<file path="config.mk">
export PLATFORM = sky130hd
export DESIGN_NAME = midi_sysid_read_arbiter
export DESIGN_NICKNAME = d
export VERILOG_FILES = /design/src/rtl/midi_sysid_read_arbiter.sv
export SDC_FILE = /design/constraint.sdc
export NUM_CORES = 1
export LEC_CHECK = 0
export CAP_MARGIN = 15
export CORE_MARGIN = 2
export CORE_UTILIZATION = 44
export DETAILED_ROUTE_END_ITERATION = 8
export GPL_TIMING_DRIVEN = 1
export HOLD_SLACK_MARGIN = 0.15
export PLACE_DENSITY = 0.79
export SYNTH_ARGS = -nofsm -noshare
export SYNTH_HDL_FRONTEND = slang
export SYNTH_SLANG_ARGS = --single-unit
</file>
<file path="constraint.sdc">
create_clock -name clock -period 3.1 [get_ports clock]
set_input_delay 0.465 -clock clock [delete_from_list [all_inputs] [get_ports clock]]
set_output_delay 0.465 -clock clock [all_outputs]
set_load 0.01 [all_outputs]
</file>
<file path="src/rtl/midi_sysid_read_arbiter.sv">
// Round-robin read arbiter sharing the single-word system-ID slave between
// the host bridge (requester 0) and the MIDI self-test engine (requester 1).
// Each grant drives the slave for one ACCESS cycle, captures the word into
// the winner's data register and pulses that requester's rvalid for one
// cycle. Address-0 reads also update sticky ID match/mismatch flags.

module midi_sysid_read_port #(
    parameter int DATA_WIDTH = 32
) (
    input  logic                  clock,
    input  logic                  reset,
    input  logic                  capture,
    input  logic [DATA_WIDTH-1:0] slave_readdata,
    output logic [DATA_WIDTH-1:0] rdata,
    output logic                  rvalid
);

    // Capture slave data on this port's grant; rvalid trails capture by one cycle.
    always_ff @(posedge clock or posedge reset) begin
        if (reset) begin
            rdata  <= '0;
            rvalid <= 1'b0;
        end else begin
            rvalid <= capture;
            if (capture)
                rdata <= slave_readdata;
        end
    end

endmodule

module midi_sysid_read_arbiter #(
    parameter int                   DATA_WIDTH  = 32,
    parameter logic [DATA_WIDTH-1:0] EXPECTED_ID = '0
) (
    input  logic                  clock,
    input  logic                  reset,
    input  logic                  req0,
    input  logic                  addr0,
    output logic [DATA_WIDTH-1:0] rdata0,
    output logic                  rvalid0,
    input  logic                  req1,
    input  logic                  addr1,
    output logic [DATA_WIDTH-1:0] rdata1,
    output logic                  rvalid1,
    output logic                  slave_address,
    input  logic [DATA_WIDTH-1:0] slave_readdata,
    output logic                  busy,
    output logic                  id_ok,
    output logic                  id_bad
);

    localparam int NUM_REQ = 2;

    typedef enum logic [1:0] {
        IDLE    = 2'd0,
        ACCESS  = 2'd1,
        RESPOND = 2'd2
    } state_t;

    state_t state;
    logic   ptr;        // requester favoured when both request
    logic   win;        // latched winner index
    logic   lat_addr;   // latched winner address
    logic   win_next;
    logic   id_match;

    logic [NUM_REQ-1:0]                 capture_vec;
    logic [NUM_REQ-1:0][DATA_WIDTH-1:0] rdata_vec;
    logic [NUM_REQ-1:0]                 rvalid_vec;

    // Requester 1 wins when it is alone or when the pointer favours it.
    assign win_next = req1 & (~req0 | ptr);
    assign id_match = (slave_readdata == EXPECTED_ID);

    // Control FSM; all outputs it drives are registered.
    always_ff @(posedge clock or posedge reset) begin
        if (reset) begin
            state         <= IDLE;
            ptr           <= 1'b0;
            win           <= 1'b0;
            lat_addr      <= 1'b0;
            slave_address <= 1'b0;
            busy          <= 1'b0;
            id_ok         <= 1'b0;
            id_bad        <= 1'b0;
        end else begin
            case (state)
                IDLE: begin
                    if (req0 | req1) begin
                        win           <= win_next;
                        lat_addr      <= win_next ? addr1 : addr0;
                        slave_address <= win_next ? addr1 : addr0;
                        busy          <= 1'b1;
                        state         <= ACCESS;
                    end
                end
                ACCESS: begin
                    slave_address <= 1'b0;
                    if (!lat_addr) begin
                        id_ok  <= id_match;
                        id_bad <= !id_match;
                    end
                    state <= RESPOND;
                end
                RESPOND: begin
                    ptr   <= ~win;
                    busy  <= 1'b0;
                    state <= IDLE;
                end
                default: begin
                    slave_address <= 1'b0;
                    busy          <= 1'b0;
                    state         <= IDLE;
                end
            endcase
        end
    end

    // One data/valid register pair per requester; only the winner captures.
    for (genvar i = 0; i < NUM_REQ; i++) begin : g_port
        assign capture_vec[i] = (state == ACCESS) && (win == 1'(i));

        midi_sysid_read_port #(
            .DATA_WIDTH (DATA_WIDTH)
        ) u_port (
            .clock          (clock),
            .reset          (reset),
            .capture        (capture_vec[i]),
            .slave_readdata (slave_readdata),
            .rdata          (rdata_vec[i]),
            .rvalid         (rvalid_vec[i])
        );
    end

    assign rdata0  = rdata_vec[0];
    assign rdata1  = rdata_vec[1];
    assign rvalid0 = rvalid_vec[0];
    assign rvalid1 = rvalid_vec[1];

endmodule

</file>
==> key figures <==
Logic synthesis
  • Mapped Area: 2999 sq um
  • Top_reg_cell synth: dfrtp_1
  • Synth async-reset ratio: 100.0%
  • Seq cells post-synth: 75
  • Post-Syn Instances: 185
  • Post-Syn Nets: 223
  • Yosys warns: 0
  • Yosys cell types: 24
  • Post-synth EDFFs: 0
  • Seq/Total Area, Yosys: 62.58%
  • Average size of a mapped cell: 16.21 sq um

Pwr
  • Switching pwr: 1424 uW
  • Internal: 3241 uW
  • Flop pwr share: 37.5%
  • Clock share of power: 14.9%
  • Largest vdd supply drop: 0.0005196 V
  • Combinational share of power: 47.6%
  • Leakage dissipation: 0.001926 uW
  • Pwr/cell area: 1077 nW/um^2
  • Sw frac: 30.52%

STA
  • Unrepaired setup endpoints after global routing: no
  • Relative slew slack: 57.01%
  • Min cycle time layout: 1868 ps
  • Fmax: 535.4 MHz
  • Worst Tran Pin Value: 644.3 ps
  • Fin Setup TNS: 0 ps
  • Final hold vios: 0
  • Final setup vio count: 0
  • Post-Route Skew: 7.176 ps
  • Final worst-path cycle share: 60.25%
  • Max-slew violations: 0

Floorplanning
  • Placement Rows: 30
  • Io pins: 108
  • Die width: 86.56 um
  • Initial Utilization: 44.89%
  • Core area: 6681 sq um
  • Die area: 7493 sq um
  • Die Span Y: 86.56 um

Final layout
  • P&R area growth vs syn: 44.39%
  • Most frequent cells in the layout: 107 x clkdlybuf4s50_1, 75 x dfrtp_1, 29 x mux2_4, 29 x mux2_1, 9 x clkbuf_8
  • # diodes: 0
  • Fin util: 64.81%
  • Share of layout cells above drive strength 1: 19.08%
  • Most common cell after layout, fill and taps aside: clkdlybuf4s50_1
  • Final #Nets: 338

Drt
  • # DRC: 0
  • Starting DRT DRC Count: 29
  • DRT Wirelength: 6492 um
  • First-pass iteration count of the detailed router: 4
  • Vias per inst: 5.000
  • Routed vias: 1920
  • Routed Antenna Nets: 0
  • Wirelength per Cell: 16.91 um

Min path
  • Worst Hold Class: reg2reg
  • Beginning of the worst hold path: g_port[0].u_port.rdata[0]$_DFFE_PP0P_
  • Hold Path Sink: g_port[0].u_port.rdata[0]$_DFFE_PP0P_
  • Worst Hold Depth: 1

Worst setup path
  • Critical Path Fanout Max: 20
  • Worst R2R Path Depth: 4
  • Slowest CP cell: dfrtp_1
  • Crit end category: register
  • Worst path required time: 3300 ps
  • Largest stage delay, worst path: 420 ps
  • Reg-to-reg critical path startpoint: state[1]$_DFFE_PP0N_
  • Reg2reg end: g_port[0].u_port.rdata[3]$_DFFE_PP0P_
  • CP Data Arrival Time: 2070 ps
  • Cells along the critical path: nand2b_4, nor2_4, buf_4, mux2_1
  • Worst setup SP type: register
  • Critical path class: reg2reg
  • Reg2reg setup slack: 1230 ps

Status
  • Status: finished clean

Clock network
  • Post-CTS Resized: 0
  • CTS root buffer: clkbuf_8
  • Clock slew at reported path FFs: 80 ps
  • CTS Buf Count: 9
  • Clock Tree Buf Depth: 2
  • H-tree levels: 3
  • Post-CTS setup buffer count: 0
  • TritonCTS Sinks: 75
  • Cts-stage hold buffer count: 0
  • CTS tree: built
  • Worst-Skew Late Latency: 320 ps

Global routing
  • Grt total ovfl: 0
  • First-pass GRT wire length: 10470 um
  • Largest net degree at the start of global routing: 38
  • Initial antenna violation count: 0
  • Total GRT Usage: 18.44%
  • Vias in the first global route: 2006

Placed design
  • Port Buffer Count: 107
  • Routability cong.: 0.8645
  • HPWL after DPL: 4686 um

Run
  • Max cap viols: 0
kinds of logic after synthesis:
logic type,count (synthesis),share of synthesized area [%]
muxes,65,27.99
AOI/OAI and AO/OA,12,2.420
buffers and inverters,12,2.628
and+or+nand+nor,21,4.381
DFF,75,62.58
state kept, by name, indices dropped and copies added, names as in the netlist:
signal	flops
g_port.u_port.rvalid	2
g_port.u_port.rdata	64
win	1
busy	1
ptr	1
id_ok	1
state	2
id_bad	1
lat_addr	1
slave_address	1
worst max-delay path by stage:
stage / start / end / slack (ps)
floorplan: reset / busy$_DFFE_PP0P_ / 730
global placement: slave_readdata[8] / id_bad$_DFFE_PP0P_ / 1110
detailed placement: slave_readdata[8] / id_bad$_DFFE_PP0P_ / 1090
CTS: state[1]$_DFFE_PP0N_ / g_port[0].u_port.rdata[3]$_DFFE_PP0P_ / 1220
global route: state[1]$_DFFE_PP0N_ / g_port[0].u_port.rdata[3]$_DFFE_PP0P_ / 1140
finish: state[1]$_DFFE_PP0N_ / g_port[0].u_port.rdata[3]$_DFFE_PP0P_ / 1230
cell type report:
| type | count | area (sq um) |
|---|---|---|
| Clock buffer | 9 | 123.9 |
| Clock inverter | 6 | 57.56 |
| Fill cell | 522 | 2351 |
| Inverter | 6 | 22.52 |
| Multi-Input combinational cell | 98 | 1044 |
| Sequential cell | 75 | 1877 |
| Tap cell | 80 | 100.1 |
| Timing Repair Buffer | 110 | 1106 |
critical path: cells and delay by family (launching register included):
kind | cells | cell delay [ps]
buffers and inverters | 1 | 390
DFF | 1 | 420
muxes | 1 | 370
and+or+nand+nor | 2 | 550
synth_stat cells, drive strengths merged, types with 2 or more instances:
library cell | count | area (sq um)
buf | 6 | 56.30
dfrtp | 75 | 1877
inv | 6 | 22.52
mux2 | 64 | 829.5
nand2 | 3 | 18.77
nand3 | 2 | 10.01
nor2 | 6 | 30.03
nor4 | 8 | 50.05
o21ai | 6 | 30.03
per-stage QoR:
| stage | hold slack (ps) | cell area, sq um | power [uW] | cells | setup slack (ps) |
|---|---|---|---|---|---|
| after floorplan | 466.9 | 2999 | 2877 | 185 | 725.0 |
| after global placement | 467.1 | 4149 | 3952 | 369 | 1112 |
| after detailed placement | 473.7 | 4149 | 4008 | 369 | 1092 |
| after CTS | 489.4 | 4330 | 4728 | 384 | 1217 |
| after global routing | 501.8 | 4330 | 4949 | 384 | 1144 |
| final | 486.1 | 4330 | 4666 | 384 | 1232 |
metal layers:
metal / global-route usage, % / up-vias / share of wire [%]
met2: 27.48 / 64 / 47
met4: 7.955 / 0 / 1.8
met5: 0 / - / 0
met3: 4.476 / 10 / 5.6
li1: - / 888 / -
met1: 25.90 / 958 / 46
power groups by stage:
stage / combinational [uW] / sequential (uW) / clock, uW
6_report: 2220 / 1750 / 695
2_1_floorplan: 927 / 1950 / 0
3_5_place_dp: 2250 / 1760 / 0
3_3_place_gp: 2200 / 1750 / 0
4_1_cts: 2250 / 1760 / 721
5_1_grt: 2360 / 1820 / 767
Power figures use the tool's default switching activity.
